--- config.mk ---
export PLATFORM = sky130hd
export DESIGN_NAME = instr_fetch_unit_flat
export DESIGN_NICKNAME = d
export VERILOG_FILES = /design/src/rtl/instr_fetch_unit_pkg.sv /design/src/rtl/instr_fetch_unit_if.sv /design/src/rtl/instr_fetch_unit_watchdog.sv /design/src/rtl/instr_fetch_unit.sv /design/src/flat_wrapper.sv
export SDC_FILE = /design/constraint.sdc
export NUM_CORES = 1
export LEC_CHECK = 0
export CORE_UTILIZATION = 30
export CTS_CLUSTER_DIAMETER = 100
export CTS_CLUSTER_SIZE = 24
export DETAILED_ROUTE_END_ITERATION = 12
export GPL_ROUTABILITY_DRIVEN = 0
export GPL_TIMING_DRIVEN = 0
export PLACE_DENSITY_LB_ADDON = 0.15
export SETUP_SLACK_MARGIN = 0.02
export SLEW_MARGIN = 20
export SYNTH_ARGS = -nofsm -noshare
export SYNTH_HDL_FRONTEND = slang
export SYNTH_SLANG_ARGS = --single-unit
--- constraint.sdc ---
create_clock -name clk -period 2 [get_ports clk]
set_input_delay 0.4 -clock clk [delete_from_list [all_inputs] [get_ports clk]]
set_output_delay 0.4 -clock clk [all_outputs]
set_load 0.05 [all_outputs]
--- src/rtl/instr_fetch_unit_pkg.sv ---
// Shared types and constants for the instruction fetch stage.
package instr_fetch_unit_pkg;

   typedef enum logic [1:0] {
      ST_IDLE  = 2'd0,
      ST_WAIT  = 2'd1,
      ST_DRAIN = 2'd2,
      ST_FAULT = 2'd3
   } fetch_state_t;

   typedef logic [1:0] fault_cause_t;

   localparam fault_cause_t FC_NONE     = 2'd0;
   localparam fault_cause_t FC_MISALIGN = 2'd1;
   localparam fault_cause_t FC_BUSERR   = 2'd2;
   localparam fault_cause_t FC_TIMEOUT  = 2'd3;

   // Low two bits of every full-width (32-bit) encoding.
   localparam logic [1:0] OPC_LEN32 = 2'b11;

   function automatic logic is_len32(input logic [1:0] low_bits);
      return low_bits == OPC_LEN32;
   endfunction

endpackage

--- src/rtl/instr_fetch_unit_if.sv ---
// Control-side and memory-side signals of the fetch stage, bundled as one interface.
interface instr_fetch_unit_if #(
   parameter int ADDR_W  = 64,
   parameter int INSTR_W = 32
);
   import instr_fetch_unit_pkg::*;

   logic                fetch_req;
   logic [ADDR_W-1:0]   pc_in;
   logic                flush;
   logic                mem_req;
   logic [ADDR_W-1:0]   mem_addr;
   logic                mem_ack;
   logic                mem_err;
   logic [INSTR_W-1:0]  mem_rdata;
   logic [INSTR_W-1:0]  instruction_out;
   logic                instr_valid;
   logic                fetch_busy;
   logic                fetch_fault;
   fault_cause_t        fault_cause;

   // master: the fetch unit itself; slave: control FSM plus instruction memory.
   modport master (
      input  fetch_req, pc_in, flush, mem_ack, mem_err, mem_rdata,
      output mem_req, mem_addr, instruction_out, instr_valid,
             fetch_busy, fetch_fault, fault_cause
   );

   modport slave (
      output fetch_req, pc_in, flush, mem_ack, mem_err, mem_rdata,
      input  mem_req, mem_addr, instruction_out, instr_valid,
             fetch_busy, fetch_fault, fault_cause
   );

endinterface

--- src/rtl/instr_fetch_unit_watchdog.sv ---
// Clear/enable cycle counter with terminal-count flag; shared by the WAIT and DRAIN states.
module fetch_watchdog #(
   parameter int TIMEOUT = 64
) (
   input  logic clk,
   input  logic rst_n,
   input  logic clr_i,
   input  logic en_i,
   output logic tc_o
);
   localparam int CNT_W = (TIMEOUT > 1) ? $clog2(TIMEOUT) : 1;

   logic [CNT_W-1:0] count_q, count_d;

   always_comb begin
      count_d = count_q;
      if (clr_i) begin
         count_d = '0;
      end else if (en_i) begin
         count_d = count_q + 1'b1;
      end
   end

   always_ff @(posedge clk or negedge rst_n) begin
      if (!rst_n) begin
         count_q <= '0;
      end else begin
         count_q <= count_d;
      end
   end

   assign tc_o = (count_q == CNT_W'(TIMEOUT - 1));

endmodule

--- src/rtl/instr_fetch_unit.sv ---
// Multi-cycle instruction fetch: one req/ack memory transaction per fetch, with fault detection.
module instr_fetch_unit
   import instr_fetch_unit_pkg::*;
#(
   parameter int ADDR_W  = 64,
   parameter int INSTR_W = 32,
   parameter int TIMEOUT = 64
) (
   input  logic                clk,
   input  logic                reset,
   instr_fetch_unit_if.master  bus
);

   fetch_state_t        state_q, state_d;
   logic [ADDR_W-1:0]   addr_q, addr_d;
   logic [INSTR_W-1:0]  instr_q, instr_d;
   logic                valid_q, valid_d;
   fault_cause_t        cause_q, cause_d;
   logic                wd_clr, wd_en, wd_tc;

   always_comb begin
      state_d = state_q;
      addr_d  = addr_q;
      instr_d = instr_q;
      valid_d = 1'b0;
      cause_d = cause_q;

      unique case (state_q)
         ST_IDLE: begin
            if (bus.fetch_req) begin
               if (bus.pc_in[1:0] != 2'b00) begin
                  state_d = ST_FAULT;
                  cause_d = FC_MISALIGN;
               end else begin
                  addr_d  = bus.pc_in;
                  state_d = ST_WAIT;
               end
            end
         end
         ST_WAIT: begin
            // A flush wins over everything; a coincident ack is simply dropped.
            if (bus.flush) begin
               state_d = bus.mem_ack ? ST_IDLE : ST_DRAIN;
            end else if (bus.mem_ack) begin
               if (bus.mem_err) begin
                  state_d = ST_FAULT;
                  cause_d = FC_BUSERR;
               end else if (is_len32(bus.mem_rdata[1:0])) begin
                  instr_d = bus.mem_rdata;
                  valid_d = 1'b1;
                  state_d = ST_IDLE;
               end else begin
                  state_d = ST_FAULT;
                  cause_d = FC_TIMEOUT;
               end
            end else if (wd_tc) begin
               state_d = ST_FAULT;
               cause_d = FC_TIMEOUT;
            end
         end
         ST_DRAIN: begin
            if (bus.mem_ack || wd_tc) begin
               state_d = ST_IDLE;
            end
         end
         ST_FAULT: begin
            if (bus.flush) begin
               state_d = ST_IDLE;
               cause_d = FC_NONE;
            end
         end
         default: state_d = ST_IDLE;
      endcase

      wd_clr = (state_d != state_q);
      wd_en  = (state_q == ST_WAIT) || (state_q == ST_DRAIN);
   end

   always_ff @(posedge clk or negedge reset) begin
      if (!reset) begin
         state_q <= ST_IDLE;
         addr_q  <= '0;
         instr_q <= '0;
         valid_q <= 1'b0;
         cause_q <= FC_NONE;
      end else begin
         state_q <= state_d;
         addr_q  <= addr_d;
         instr_q <= instr_d;
         valid_q <= valid_d;
         cause_q <= cause_d;
      end
   end

   fetch_watchdog #(
      .TIMEOUT (TIMEOUT)
   ) u_watchdog (
      .clk   (clk),
      .rst_n (reset),
      .clr_i (wd_clr),
      .en_i  (wd_en),
      .tc_o  (wd_tc)
   );

   // Outputs decode straight from registered state so reset clears them without a clock.
   assign bus.mem_req         = (state_q == ST_WAIT);
   assign bus.mem_addr        = addr_q;
   assign bus.instruction_out = instr_q;
   assign bus.instr_valid     = valid_q;
   assign bus.fetch_busy      = (state_q == ST_WAIT) || (state_q == ST_DRAIN);
   assign bus.fetch_fault     = (state_q == ST_FAULT);
   assign bus.fault_cause     = cause_q;

endmodule

--- src/flat_wrapper.sv ---
// flat-port wrapper written by rule: the top's interface ports become plain ports
module instr_fetch_unit_flat import instr_fetch_unit_pkg::*;
#(
   parameter int ADDR_W  = 64,
   parameter int INSTR_W = 32,
   parameter int TIMEOUT = 64
)
  (clk, reset, bus_fetch_req, bus_pc_in, bus_flush, bus_mem_ack, bus_mem_err, bus_mem_rdata, bus_mem_req, bus_mem_addr, bus_instruction_out, bus_instr_valid, bus_fetch_busy, bus_fetch_fault, bus_fault_cause);
  instr_fetch_unit_if #(.ADDR_W(ADDR_W), .INSTR_W(INSTR_W)) bus_i ();
  input  logic clk;
  input  logic reset;
  input wire logic [$bits(bus_i.fetch_req)-1:0] bus_fetch_req;
  input wire logic [$bits(bus_i.pc_in)-1:0] bus_pc_in;
  input wire logic [$bits(bus_i.flush)-1:0] bus_flush;
  input wire logic [$bits(bus_i.mem_ack)-1:0] bus_mem_ack;
  input wire logic [$bits(bus_i.mem_err)-1:0] bus_mem_err;
  input wire logic [$bits(bus_i.mem_rdata)-1:0] bus_mem_rdata;
  output wire logic [$bits(bus_i.mem_req)-1:0] bus_mem_req;
  output wire logic [$bits(bus_i.mem_addr)-1:0] bus_mem_addr;
  output wire logic [$bits(bus_i.instruction_out)-1:0] bus_instruction_out;
  output wire logic [$bits(bus_i.instr_valid)-1:0] bus_instr_valid;
  output wire logic [$bits(bus_i.fetch_busy)-1:0] bus_fetch_busy;
  output wire logic [$bits(bus_i.fetch_fault)-1:0] bus_fetch_fault;
  output wire logic [$bits(bus_i.fault_cause)-1:0] bus_fault_cause;
  assign bus_i.fetch_req = bus_fetch_req;
  assign bus_i.pc_in = bus_pc_in;
  assign bus_i.flush = bus_flush;
  assign bus_i.mem_ack = bus_mem_ack;
  assign bus_i.mem_err = bus_mem_err;
  assign bus_i.mem_rdata = bus_mem_rdata;
  assign bus_mem_req = bus_i.mem_req;
  assign bus_mem_addr = bus_i.mem_addr;
  assign bus_instruction_out = bus_i.instruction_out;
  assign bus_instr_valid = bus_i.instr_valid;
  assign bus_fetch_busy = bus_i.fetch_busy;
  assign bus_fetch_fault = bus_i.fetch_fault;
  assign bus_fault_cause = bus_i.fault_cause;
  instr_fetch_unit #(.ADDR_W(ADDR_W), .INSTR_W(INSTR_W), .TIMEOUT(TIMEOUT)) u_core (.clk(clk), .reset(reset), .bus(bus_i));
endmodule
# ---- Word level (Yosys, flattened, before mapping)
# Cells that the tools add are included.
dict set report word_totals {
  word_cells 58
  output_inout_bits 102
  input_bits 102
  regBits 107
}
dict set report op_classes {
  reduce_logical 9
  bitwise_logic 3
  eq_ne 12
  add_sub_neg 1
  muxes 27
}
# op count
set op_table {}
lappend op_table {{$mux W2} 18}
lappend op_table {{$mux W6} 2}
lappend op_table {{$pmux W2 S4} 1}
lappend op_table {{$reduce_and A7 Y1} 1}
lappend op_table {{$add A6 B1 Y6 const B} 1}
lappend op_table {{$eq A2 B2 Y1 const B} 3}
lappend op_table {{$eq A6 B6 Y1 const B} 1}
lappend op_table {{$ne A2 B2 Y1 const B} 3}
lappend op_table {{$pmux W2 S3} 1}
lappend op_table {{$mux W1} 5}
lappend op_table {{$reduce_and A5 Y1} 1}
lappend op_table {{$ne A4 B4 Y1 const B} 1}
lappend op_table {{$reduce_bool A2 Y1} 2}
lappend op_table {{$ne A3 B2 Y1 const B} 1}
lappend op_table {{$not A1 Y1} 3}
lappend op_table {{$reduce_and A3 Y1} 1}
lappend op_table {{$reduce_bool A3 Y1} 1}
lappend op_table {{$eq A2 B1 Y1 const B} 1}
lappend op_table {{$logic_not A2 Y1} 1}
lappend op_table {{$logic_or A1 B1 Y1} 2}
lappend op_table {{$ne A2 B1 Y1 const B} 1}
lappend op_table {{$ne A2 B2 Y1} 1}

# ---- Logic depth before layout (Yosys ltp)
# Gate-level depths: netlist of the first run.
dict set report logic_depth {
  depth_word 8
  ltp_mapped 6
  ltp_nobuf 6
}

# ---- Cells and area by module
# From an unflattened synthesis of the first run, not the netlist that was laid out.
dict set report unflattened {
  cells_unflattened 285
  hier_area_um2 4375.4
}
# module n_inst area_per_inst_um2 seq_area_each_um2 cells_per_inst
set modules_own_cells {}
lappend modules_own_cells {instr_fetch_unit 1 4093.9 2527.4 257}
lappend modules_own_cells {fetch_watchdog 1 281.5 150.1 28}

# ---- Worst setup path before layout of the first run
# OpenSTA, ideal clock, no wires.
dict set report synth_path {
  path_type {register -> register}
  from {reg u_core.state_q[1]}
  to {reg u_core.instr_q[10], in the netlist u_core.bus.instruction_out[10]}
  period_less_slack_ns 2.305
  required_time_ns 1.875
  arrival_ns 2.180
  n_path_buf 1
  setup_ns 0.125
  stages_incl_launch_ff 7
  slack_ns -0.305
  path_cell_list {dfrtp_1 -> inv_1 -> ha_1 -> inv_1 -> nor3_2 -> buf_4 -> mux2_2}
}
dict set report synth_via {
  elab_chain_cells 2
}
# element line_no
set synth_lines {}
lappend synth_lines {{start: declaration} instr_fetch_unit.sv:14} ;# fetch_state_t state_q, state_d;
lappend synth_lines {{start signal: assignment} instr_fetch_unit.sv:87} ;# state_q <= state_d;
lappend synth_lines {{$eq A2 B1 Y1} n/a}
lappend synth_lines {{named net bus_mem_req} flat_wrapper.sv:18} ;# output wire logic [$bits(bus_i.mem_req)-1:0] bus_mem_req;
lappend synth_lines {{$reduce_and A5 Y1 (no line)} n/a}
lappend synth_lines {{end signal: assignment} instr_fetch_unit.sv:89} ;# instr_q <= instr_d;
lappend synth_lines {{end: declaration} instr_fetch_unit.sv:16} ;# logic [INSTR_W-1:0] instr_q, instr_d;
# The timed path passes the listed nets, and every way through them passes these cells.
# A chain may end at the register's enable or synchronous reset.

# ---- Worst setup path in the final report of the first run
dict set report layout_path {
  from {reg u_core.addr_q[2], in the netlist u_core.bus.mem_addr[2]}
  to {out bus_mem_addr[2]}
}
# element line_no
set layout_lines {}
lappend layout_lines {{start: declaration} instr_fetch_unit.sv:15} ;# logic [ADDR_W-1:0] addr_q, addr_d;
lappend layout_lines {{start signal: assignment} instr_fetch_unit.sv:88} ;# addr_q <= addr_d;
lappend layout_lines {{end: declaration} flat_wrapper.sv:19} ;# output wire logic [$bits(bus_i.mem_addr)-1:0] bus_mem_addr;
# No word-level cell between the ends.

==> results.md, run 1 <==
* Total core area at 0.0139 mm²
* Switching part of the total at 45.5%
* Post-synthesis xor/xnor area fraction at 1.23%
* Worst skew pair latency at 0.35 ns
* Initial core utilization at 30.7%
* Yosys cell types at 35
* Largest net degree at the start of global routing at 68
* Die area at 0.0147 mm²
* Vias after detailed routing at 3030
* CTS tree: done
* Worst r2r path cells at 7
* P_int at 6.61 mW
* Commonest non-fill, non-tap cell in the layout: clkdlybuf4s50_1
* Mux cell area share after synthesis at 24.6%
* Die Y at 121 µm
* Post-DP HPWL at 7.83 mm
* Total gr overflow at 0
* Peak supply drop at 0.595 mV
* Cell count after synthesis at 275
* Worst Path Required at 1.60 ns
* RSZ-0062 raised after global routing: no
* Synth Area in Simple Gates at 4.61%
* Fin util at 50.5%
* Slew HR at 63.1%
* Syn_area_per_cell at 15.5 µm²
* I/O pin count at 204
* Hold Crit Start: u_core.bus.instruction_out[0]
* Worst-path clk slew at 0.07 ns
* Antenna fix cells at 0
* Fill count at 1219
* Final Max Tran Viols at 0
* Final worst path period share at 96.3%
* Global-route wire length before repair at 16.4 mm
* Largest family of logic cells by synthesized area: multiplexers
* DRT Wirelength at 10.5 mm
* Hold Crit Depth at 1
* Htree depth at 3
* Worst min path class: flop to flop
* # clock sinks at 107
* Psw at 5.52 mW
* Via/cell ratio at 4.44
* R2R Path Start: u_core.u_watchdog.count_q[1]
* Post-layout min period at 1.93 ns
* Worst Max-Slew Pin Slew at 0.553 ns
* Clock skew at 0.00506 ns
* CTS buffer count at 9
* Outcome: completed
* Layout Area Growth over Synthesis at 64.5%
* Slowest CP cell: clkdlybuf4s50_1
* Pwr dens at 1730 mW/mm²
* Slowest Stage Delay on Critical Path at 0.83 ns
* IO Port Bufs at 203
* Clock Path Buffers at 2
* Clk network pwr share at 14.9%
* Yosys warns at 0
* Netlist Area Pre-Place at 0.00426 mm²
* Setup WS post-layout at 0.0734 ns
* Sequential area share after synthesis at 62.8%
* CP bufs+invs at 1
* Crit path DAT at 1.53 ns
* Comb pwr share at 56.0%
* Initial DRC count at 62
* Final Hold Viols at 0
* Total Neg Setup Slack at 0 ns
* Kind of critical path: flop to primary output
* Worst R2R Setup Slack at 0.10 ns
* DRC Markers at 0
* Vias in the first global route at 3161
* Hold path endpoint: u_core.bus.instruction_out[0]
* Fmax at 519 MHz
* CTS Root Cell: clkbuf_16
* Pre-CTS setup slack at -0.470 ns
* Worst setup SP type: flop
* Compound-cell area share of the yosys netlist at 3.29%
* Global-route usage over all layers at 14.9%
* Antenna violations before repair at 0
* Routed wire per std cell at 15.4 µm
* Row count at 43
* Die width at 121 µm
* Reg power frac at 29.0%
* Delay-heaviest family, CP: buffers and inverters
* Element type at the critical path end: primary output
* Setup violators final at 0
* Ordered cell list for the critical path: clkdlybuf4s50_1
* Nets at 605
* Share of layout cells above drive strength 1 at 28.9%
* Worst R2R End: u_core.bus.fault_cause[0]
* Most frequent cells in the layout: clkdlybuf4s50_1 (183), dfrtp_1 (105), mux2_2 (92)
* Yosys reg bits at 107
* Max Cap Violations at 0
* Syn Nets at 383
* Post-synthesis adder-cell area fraction at 1.76%
* Static leakage at 3.14 nW
* ANT nets after route at 0
* Crit Path Max Fanout at 2
* DRT Pass-1 Iters at 4
[layer usage]
layer	global-route usage [%]	routed length (µm)	share of wire, %	vias up
met2	27.1	5720	55	78
li1	-	-	-	1430
met1	16.7	4160	40	1513
met3	4.28	490	4.7	9
met4	4.63	123	1.2	0
met5	0	0	0	-
[registers in the layout, indices dropped and copies added, names as in the netlist]
register,count
u_core.bus.mem_addr,64
u_core.bus.instruction_out,32
u_core.u_watchdog.count_q,6
u_core.state_q,2
u_core.bus.instr_valid,1
u_core.bus.fault_cause,2
[worst max-delay path by stage]
stage                                             from  slack [ns]  cells after the start                        endpoint
after global placement                           reset       -3.64                      1  u_core.bus.instruction_out[12]
after global routing                 u_core.state_q[1]        0.02                      7  u_core.bus.instruction_out[20]
after detailed placement                   bus_mem_ack       -0.47                      5   u_core.bus.instruction_out[7]
after CTS                 u_core.u_watchdog.count_q[0]        0.02                      6    u_core.u_watchdog.count_q[0]
after floorplan                      u_core.state_q[1]        0.04                      6  u_core.bus.instruction_out[10]
final                           u_core.bus.mem_addr[2]        0.07                      1                 bus_mem_addr[2]
[stage by stage]
stage / cell area, µm² / hold WS [ns] / power, mW / std cells
floorplan: 4270 / 0.104 / 7.96 / 275
global placement: 6530 / 0.454 / 10.3 / 658
detailed placement: 6560 / 0.345 / 10.4 / 659
CTS: 6900 / 0.474 / 12.3 / 677
global route: 7010 / 0.491 / 12.7 / 682
finish: 7010 / 0.467 / 12.1 / 682
[area by class of cell]
| class | count | area, µm² | share of cell area [%] |
|---|---|---|---|
| tap | 180 | 225 | 3.21 |
| sequential | 107 | 2680 | 38.2 |
| multi-input combinational | 154 | 1550 | 22.1 |
| clock inverter | 5 | 61.3 | 0.875 |
| timing repair buffer | 211 | 2150 | 30.8 |
| inverter | 4 | 15.0 | 0.214 |
| buffer | 10 | 78.8 | 1.13 |
| clock buffer | 11 | 243 | 3.46 |
[what timing repair did]
item                                   in CTS  in global routing
hold buffers                                1                  0
setup endpoints to repair                  88                 31
cloned                                      0                  1
pin swaps                                   2                  2
gates resized for setup                    26                 20
endpoints found under the hold margin      40                  0
buffers inserted                            1                  4
[logic make-up (layout without fill, tap and decap cells)]
logic type      after synthesis  after routing
xor+xnor                      6              6
flops                       107            107
compound gates               16             16
buf+inv                      14            241
simple gates                 33             33
fa+ha+maj                     6              6
mux                          93             93
[cells in the mapped netlist (all sizes together)]
cell | number | area [µm²]
and3 | 2 | 17.5
a211oi | 3 | 27.5
or3 | 2 | 15.0
nand4b | 2 | 17.5
a31oi | 1 | 21.3
a21oi | 3 | 15.0
buf | 10 | 57.6
nand2 | 5 | 18.8
mux2 | 92 | 1040
ha | 6 | 75.1
a2bb2oi | 1 | 8.76
xnor2 | 3 | 26.3
mux2i | 1 | 10.0
or2 | 2 | 12.5
nor4 | 1 | 6.26
nor3 | 8 | 45.0
o2bb2ai | 1 | 8.76
dfrtp | 107 | 2680
o21ai | 1 | 5.00
o221ai | 1 | 8.76
a32oi | 1 | 8.76
a311o | 1 | 11.3
nand4 | 2 | 12.5
nand3 | 3 | 15.0
a21boi | 1 | 7.51
nor2 | 2 | 7.51
xor2 | 3 | 26.3
inv | 4 | 15.0
and4b | 1 | 10.0
nor2b | 3 | 18.8
a31o | 2 | 17.5
[power groups by stage]
stage	clock network [mW]	registers, mW	logic (mW)
floorplan	0	6.61	1.35
global placement	0	3.53	6.75
detailed placement	0	3.58	6.80
CTS	1.90	3.55	6.82
global route	1.99	3.66	7.09
finish	1.81	3.52	6.80
[worst register-to-register path, delay by kind of cell, from the launching register on]
kind	cells	cell delay (ns)
and+or+nand+nor	2	0.65
AOI/OAI and AO/OA	3	0.43
buffers and inverters	1	0.17
adders and majority gates	1	0.20
DFF	1	0.38
Power figures use the tool's default switching activity.
==> run 2, diff against run 1 <==
Settings changed: RECOVER_POWER set to 100, SETUP_SLACK_MARGIN 0.02 to 0.5.
Clock period 2 ns to 1.9 ns, I/O delays scaled along.
==> results.md, run 2 (synthesized netlist as in run 1, its figures left out) <==
* Outcome: completed
* Worst Max-Slew Pin Slew at 0.664 ns (+0.111 ns)
* Worst skew pair latency at 0.35 ns (about the same)
* Pwr dens at 1750 mW/mm² (+0.92%)
* Switching part of the total at 49.1% (+3.6 points)
* Total gr overflow at 0 (unchanged)
* Final worst path period share at 93.7%
* CTS Root Cell: clkbuf_16
* Antenna fix cells at 0 (unchanged)
* Worst R2R End: u_core.u_watchdog.count_q[5]
* DRT Wirelength at 12.2 mm (+16%)
* Worst Path Required at 2.17 ns (+0.57 ns)
* Ordered cell list for the critical path: ha_4 > nor2b_1 > a211oi_4 > a311o_2 > nor3_2
* Fmax at 562 MHz
* CTS tree: done
* Hold Crit Start: u_core.bus.instruction_out[8]
* Initial DRC count at 74 (+19%)
* Global-route wire length before repair at 17.1 mm (+4.0%)
* Static leakage at 3.07 nW (-2.3%)
* IO Port Bufs at 203 (unchanged)
* Hold path endpoint: u_core.bus.instruction_out[8]
* Worst min path class: flop to flop
* CP bufs+invs at 0 (-1)
* Via/cell ratio at 4.59 (+3.3%)
* Largest net degree at the start of global routing at 58 (-15%)
* Slowest CP cell: dfrtp_2
* Global-route usage over all layers at 15.4% (+0.44 points)
* Element type at the critical path end: flop
* CTS buffer count at 9 (unchanged)
* Die Y at 121 µm (unchanged)
* Worst-path clk slew at 0.07 ns (about the same)
* Max Cap Violations at 0 (unchanged)
* Reg power frac at 30.1% (+1.1 points)
* Most frequent cells in the layout: dfrtp_1 (105), clkbuf_1 (104), clkdlybuf4s50_1 (95)
* RSZ-0062 raised after global routing: yes
* Worst R2R Setup Slack at 0.12 ns (+0.02 ns)
* P_int at 6.32 mW (-4.4%)
* Clock skew at 0.00837 ns (+0.00330 ns)
* Psw at 6.09 mW (+10%)
* Row count at 43 (unchanged)
* Worst r2r path cells at 5 (-2)
* Post-DP HPWL at 7.82 mm (about the same)
* DRC Markers at 0 (unchanged)
* Total core area at 0.0139 mm² (unchanged)
* Crit path DAT at 2.05 ns (+0.52 ns)
* Comb pwr share at 54.3% (-1.7 points)
* Commonest non-fill, non-tap cell in the layout: dfrtp_1
* ANT nets after route at 0 (unchanged)
* Hold Crit Depth at 1 (unchanged)
* Post-layout min period at 1.78 ns
* Total Neg Setup Slack at 0 ns (unchanged)
* Routed wire per std cell at 17.0 µm (+10%)
* Final Hold Viols at 0 (unchanged)
* Delay-heaviest family, CP: compound AO/OA/AOI/OAI gates
* Setup violators final at 0 (unchanged)
* Layout Area Growth over Synthesis at 66.7%
* Crit Path Max Fanout at 6 (+4)
* Peak supply drop at 0.918 mV (+54%)
* Clock Path Buffers at 2 (unchanged)
* Kind of critical path: flop to flop
* Slowest Stage Delay on Critical Path at 0.47 ns (-0.36 ns)
* Inst Count DP at 659 (unchanged)
* Die width at 121 µm (unchanged)
* Vias in the first global route at 3271 (+3.5%)
* # clock sinks at 107 (unchanged)
* Vias after detailed routing at 3304 (+9.0%)
* Clk network pwr share at 15.6% (+0.7 points)
* R2R Path Start: u_core.state_q[0]
* Initial core utilization at 30.7% (unchanged)
* Share of layout cells above drive strength 1 at 26.1% (-2.8 points)
* I/O pin count at 204 (unchanged)
* Worst setup SP type: flop
* Final Max Tran Viols at 0 (unchanged)
* Final non-filler cell total at 720 (+5.6%)
* DRT Pass-1 Iters at 4 (unchanged)
* Antenna violations before repair at 0 (unchanged)
* Nets at 643 (+6.3%)
* Htree depth at 3 (unchanged)
* Slew HR at 55.9% (-7.2 points)
* Largest register FFs at 64 (unchanged)
* Die area at 0.0147 mm² (unchanged)
-- run 2: changes by cell type in the layout (fill, tap and decap cells not counted), sizes merged --
cell	change
buf	+21
clkbuf	+118
clkdlybuf4s15	-1
clkdlybuf4s50	-88
clkinv	-3
clkinvlp	+1
dlygate4sd2	+3
dlymetal6s2s	-14
inv	+1
-- run 2: how the worst max path moves through the flow --
stage	startpoint	to	depth (start not counted)
2_1_floorplan	u_core.state_q[1]	u_core.bus.instruction_out[10]	6
3_3_place_gp	reset	u_core.bus.mem_addr[17]	1
3_5_place_dp	bus_mem_ack	u_core.bus.instruction_out[11]	5
4_1_cts	u_core.u_watchdog.count_q[1]	u_core.u_watchdog.count_q[3]	6
5_1_grt	u_core.state_q[1]	u_core.bus.instruction_out[4]	7
6_report	u_core.state_q[0]	u_core.u_watchdog.count_q[5]	5
-- run 2: layer usage --
layer / GRT usage, % / part of all wire, % / vias up
met5: 0 / 0 / -
met4: 4.48 / 1.7 / 0
met3: 4.70 / 6.4 / 14
met2: 26.3 / 50 / 134
met1: 18.6 / 42 / 1650
li1: - / - / 1506
-- run 2: per-stage QoR --
step	area (µm²)	utilization (%)	hold WS (ns)	setup WS (ns)	power, mW
6_report	7100	51.2	0.484	0.119	12.4
5_1_grt	7100	51.2	0.507	0.0472	13.0
4_1_cts	6880	49.5	0.473	0.159	12.6
3_5_place_dp	6610	47.6	0.369	-0.433	11.0
3_3_place_gp	6580	47.4	0.451	-3.78	10.9
2_1_floorplan	4330	-	0.0844	0.0875	8.43
-- run 2: final cells by class --
type,instances,area [µm²]
buffer,10,150
clock inverter,4,55.1
inverter,4,22.5
multi-input combinational,154,1800
timing repair buffer,249,1910
fill,1301,6780
tap,180,225
clock buffer,12,256
sequential,107,2680
-- run 2: what timing repair did --
action,4_1_cts,5_1_grt
setup buffers,23,10
pin swaps,15,7
hold endpoints to repair,31,0
hold buffers,1,0
gates resized for setup,576,126
setup endpoints to repair,209,128
gates cloned,2,9
-- run 2: power by group through the flow --
stage	Clock (mW)	Sequential, mW	Combinational (mW)
global route	2.11	3.86	7.01
detailed placement	0	3.78	7.19
CTS	2.02	3.71	6.86
finish	1.94	3.74	6.74
floorplan	0	6.96	1.46
global placement	0	3.72	7.13
==> run 3, diff against run 2 <==
Settings changed: CORE_UTILIZATION 30 to 41, TNS_END_PERCENT set to 50.
==> results.md, run 3 (synthesized netlist as in run 1, its figures left out) <==
* Outcome: completed
* Worst-path clk slew at 0.11 ns (+0.04 ns)
* Area of the multi-input gates at 0.00182 mm² (+1.0%)
* Initial core utilization at 43.0% (+12 points)
* Die width at 104 µm (-14%)
* DRT Wirelength at 12.2 mm (-0.39%)
* I/O pin count at 204 (unchanged)
* Register area at 0.00268 mm² (unchanged)
* Die area at 0.0108 mm² (-26%)
* Dpl cell area at 0.00654 mm² (-1.1%)
* Fin util at 72.6% (+21 points)
* Via/cell ratio at 4.92 (+7.3%)
* Slowest CP cell: dfrtp_2
* Static leakage at 3.34 nW (+8.9%)
* Slew HR at 54.3% (-1.7 points)
* Ordered cell list for the critical path: inv_4 > ha_4 > inv_4 > nor3_1 > buf_6 > clkbuf_1 > mux2_2
* Most frequent CP cell: inv_4
* Final Max Tran Viols at 0 (unchanged)
* Worst skew pair latency at 0.35 ns (about the same)
* Worst setup SP type: flop
* Vias in the first global route at 3433 (+5.0%)
* Grt met3 use at 4.07% (-0.63 points)
* Final worst path period share at 96.8% (+3.0 points)
* Global-route usage over all layers at 21.2% (+5.8 points)
* Largest register FFs at 64 (unchanged)
* Fmax at 544 MHz (-3.1%)
* Routed wire per std cell at 18.2 µm (+7.2%)
* Total gr overflow at 0 (unchanged)
* Final instance area at 0.00719 mm² (+1.3%)
* Total core area at 0.00991 mm² (-29%)
* Worst Path Required at 2.15 ns (-0.02 ns)
* Layout Area Growth over Synthesis at 68.9%
* Initial DRC count at 107 (+45%)
* Worst R2R Setup Slack at 0.06 ns (-0.06 ns)
* CTS Root Cell: clkbuf_8
* Most frequent cells in the layout: dfrtp_1 (105), clkdlybuf4s50_1 (96), dlygate4sd2_1 (67)
* DRC Markers at 0 (unchanged)
* Busiest grt layer: met2
* ANT nets after route at 0 (unchanged)
* CTS buffer count at 9 (unchanged)
* Clock skew at 0.00678 ns (-0.00158 ns)
* DRT Pass-1 Iters at 4 (unchanged)
* Antenna violations before repair at 0 (unchanged)
* Worst Max-Slew Pin Slew at 0.689 ns (+0.0249 ns)
* Max Cap Violations at 0 (unchanged)
* Setup violators final at 0 (unchanged)
* Element type at the critical path end: flop
* Htree depth at 3 (unchanged)
* Worst min path class: flop to flop
* Antenna fix cells at 0 (unchanged)
* CTS tree: done
* M2 GR Usage at 37.0% (+11 points)
* Post-DP HPWL at 7.83 mm (about the same)
* RSZ-0062 raised after global routing: yes
* # clock sinks at 107 (unchanged)
* Nets at 639 (-0.62%)
* Largest net degree at the start of global routing at 62 (+6.9%)
* Kind of critical path: flop to flop
* Share of layout cells above drive strength 1 at 30.2% (+4.1 points)
* Crit Path Max Fanout at 5 (-1)
* Post-layout min period at 1.84 ns (+0.0575 ns)
* Met1 Usage GRT at 26.3% (+7.8 points)
* Clock Path Buffers at 2 (unchanged)
* Commonest non-fill, non-tap cell in the layout: dfrtp_1
* Fill count at 723 (-44%)
* Global-route wire length before repair at 18.0 mm (+5.1%)
* Peak supply drop at 1.11 mV (+21%)
* Crit path DAT at 2.09 ns (+0.04 ns)
* Die Y at 104 µm (-14%)
* Vias after detailed routing at 3293 (-0.33%)
* IO Port Bufs at 203 (unchanged)
* Row count at 36 (-16%)
* Slowest Stage Delay on Critical Path at 0.46 ns (about the same)
* Final Hold Viols at 0 (unchanged)
* Pwr dens at 1700 mW/mm² (-2.7%)
run 3: cell types whose count changed in the layout (fill, tap and decap cells not counted), sizes merged:
| cell | change |
|---|---|
| bufinv | -1 |
| clkbuf | -68 |
| clkdlybuf4s50 | +1 |
| clkinv | +2 |
| dlygate4sd2 | +63 |
| dlymetal6s2s | -1 |
run 3: final timing paths:
kind / from / to / cells after the start
max: u_core.state_q[1] / u_core.bus.instruction_out[30] / 7
max reg2reg: u_core.state_q[1] / u_core.bus.instruction_out[30] / 7
min in group asynchronous: reset / u_core.bus.instruction_out[21] / 2
min: u_core.bus.instruction_out[1] / u_core.bus.instruction_out[1] / 1
min reg2reg: u_core.bus.instruction_out[1] / u_core.bus.instruction_out[1] / 1
max in group asynchronous: reset / u_core.bus.mem_addr[49] / 3
run 3: report_power, final:
group          switching, mW  internal, mW  leakage [nW]
Sequential             0.511          3.22          1.34
Combinational           4.75          2.40          1.90
Clock                  0.797         0.569        0.0981
Total                   6.05          6.19          3.34
run 3: cell type report:
class / instances / area share (%)
sequential: 107 / 37.3
timing repair buffer: 245 / 30.5
multi-input combinational: 154 / 25.3
tap: 133 / 2.31
clock buffer: 11 / 2.10
buffer: 10 / 1.62
clock inverter: 5 / 0.626
inverter: 4 / 0.313
run 3: timing repair:
| action | 4_1_cts | 5_1_grt |
|---|---|---|
| endpoints found under the setup margin | 209 | 206 |
| endpoints found under the hold margin | 46 | 0 |
| gates resized for setup | 284 | 131 |
| cloned | 3 | 8 |
| pin swaps | 13 | 5 |
| hold buffers | 1 | 0 |
| setup buffers | 16 | 13 |
run 3: routing by layer:
metal  wire length [µm]  vias up  share of wire (%)
li1                   -     1499                  -
met1               5100     1666                 42
met2               6300      115                 52
met3                613       13                5.0
met4                146        0                1.2
met5                  0        -                  0
run 3: per-stage QoR:
stage	power [mW]	instances	worst slack, ns	hold WS [ns]	setup TNS [ns]
global placement	10.8	611	-3.63	0.453	-421.69
detailed placement	11.0	612	-0.470	0.341	-35.32
CTS	12.0	648	0.119	0.477	0
finish	12.2	669	0.0617	0.471	0
floorplan	8.42	275	0.0875	0.0844	0
global route	12.8	669	0.0217	0.506	0
run 3: worst max-delay path, delay by kind of cell (launching register included):
family	cells	cell delay (ns)
mux	1	0.36
simple gates	1	0.19
buf+inv	4	0.53
fa+ha+maj	1	0.19
flops	1	0.46
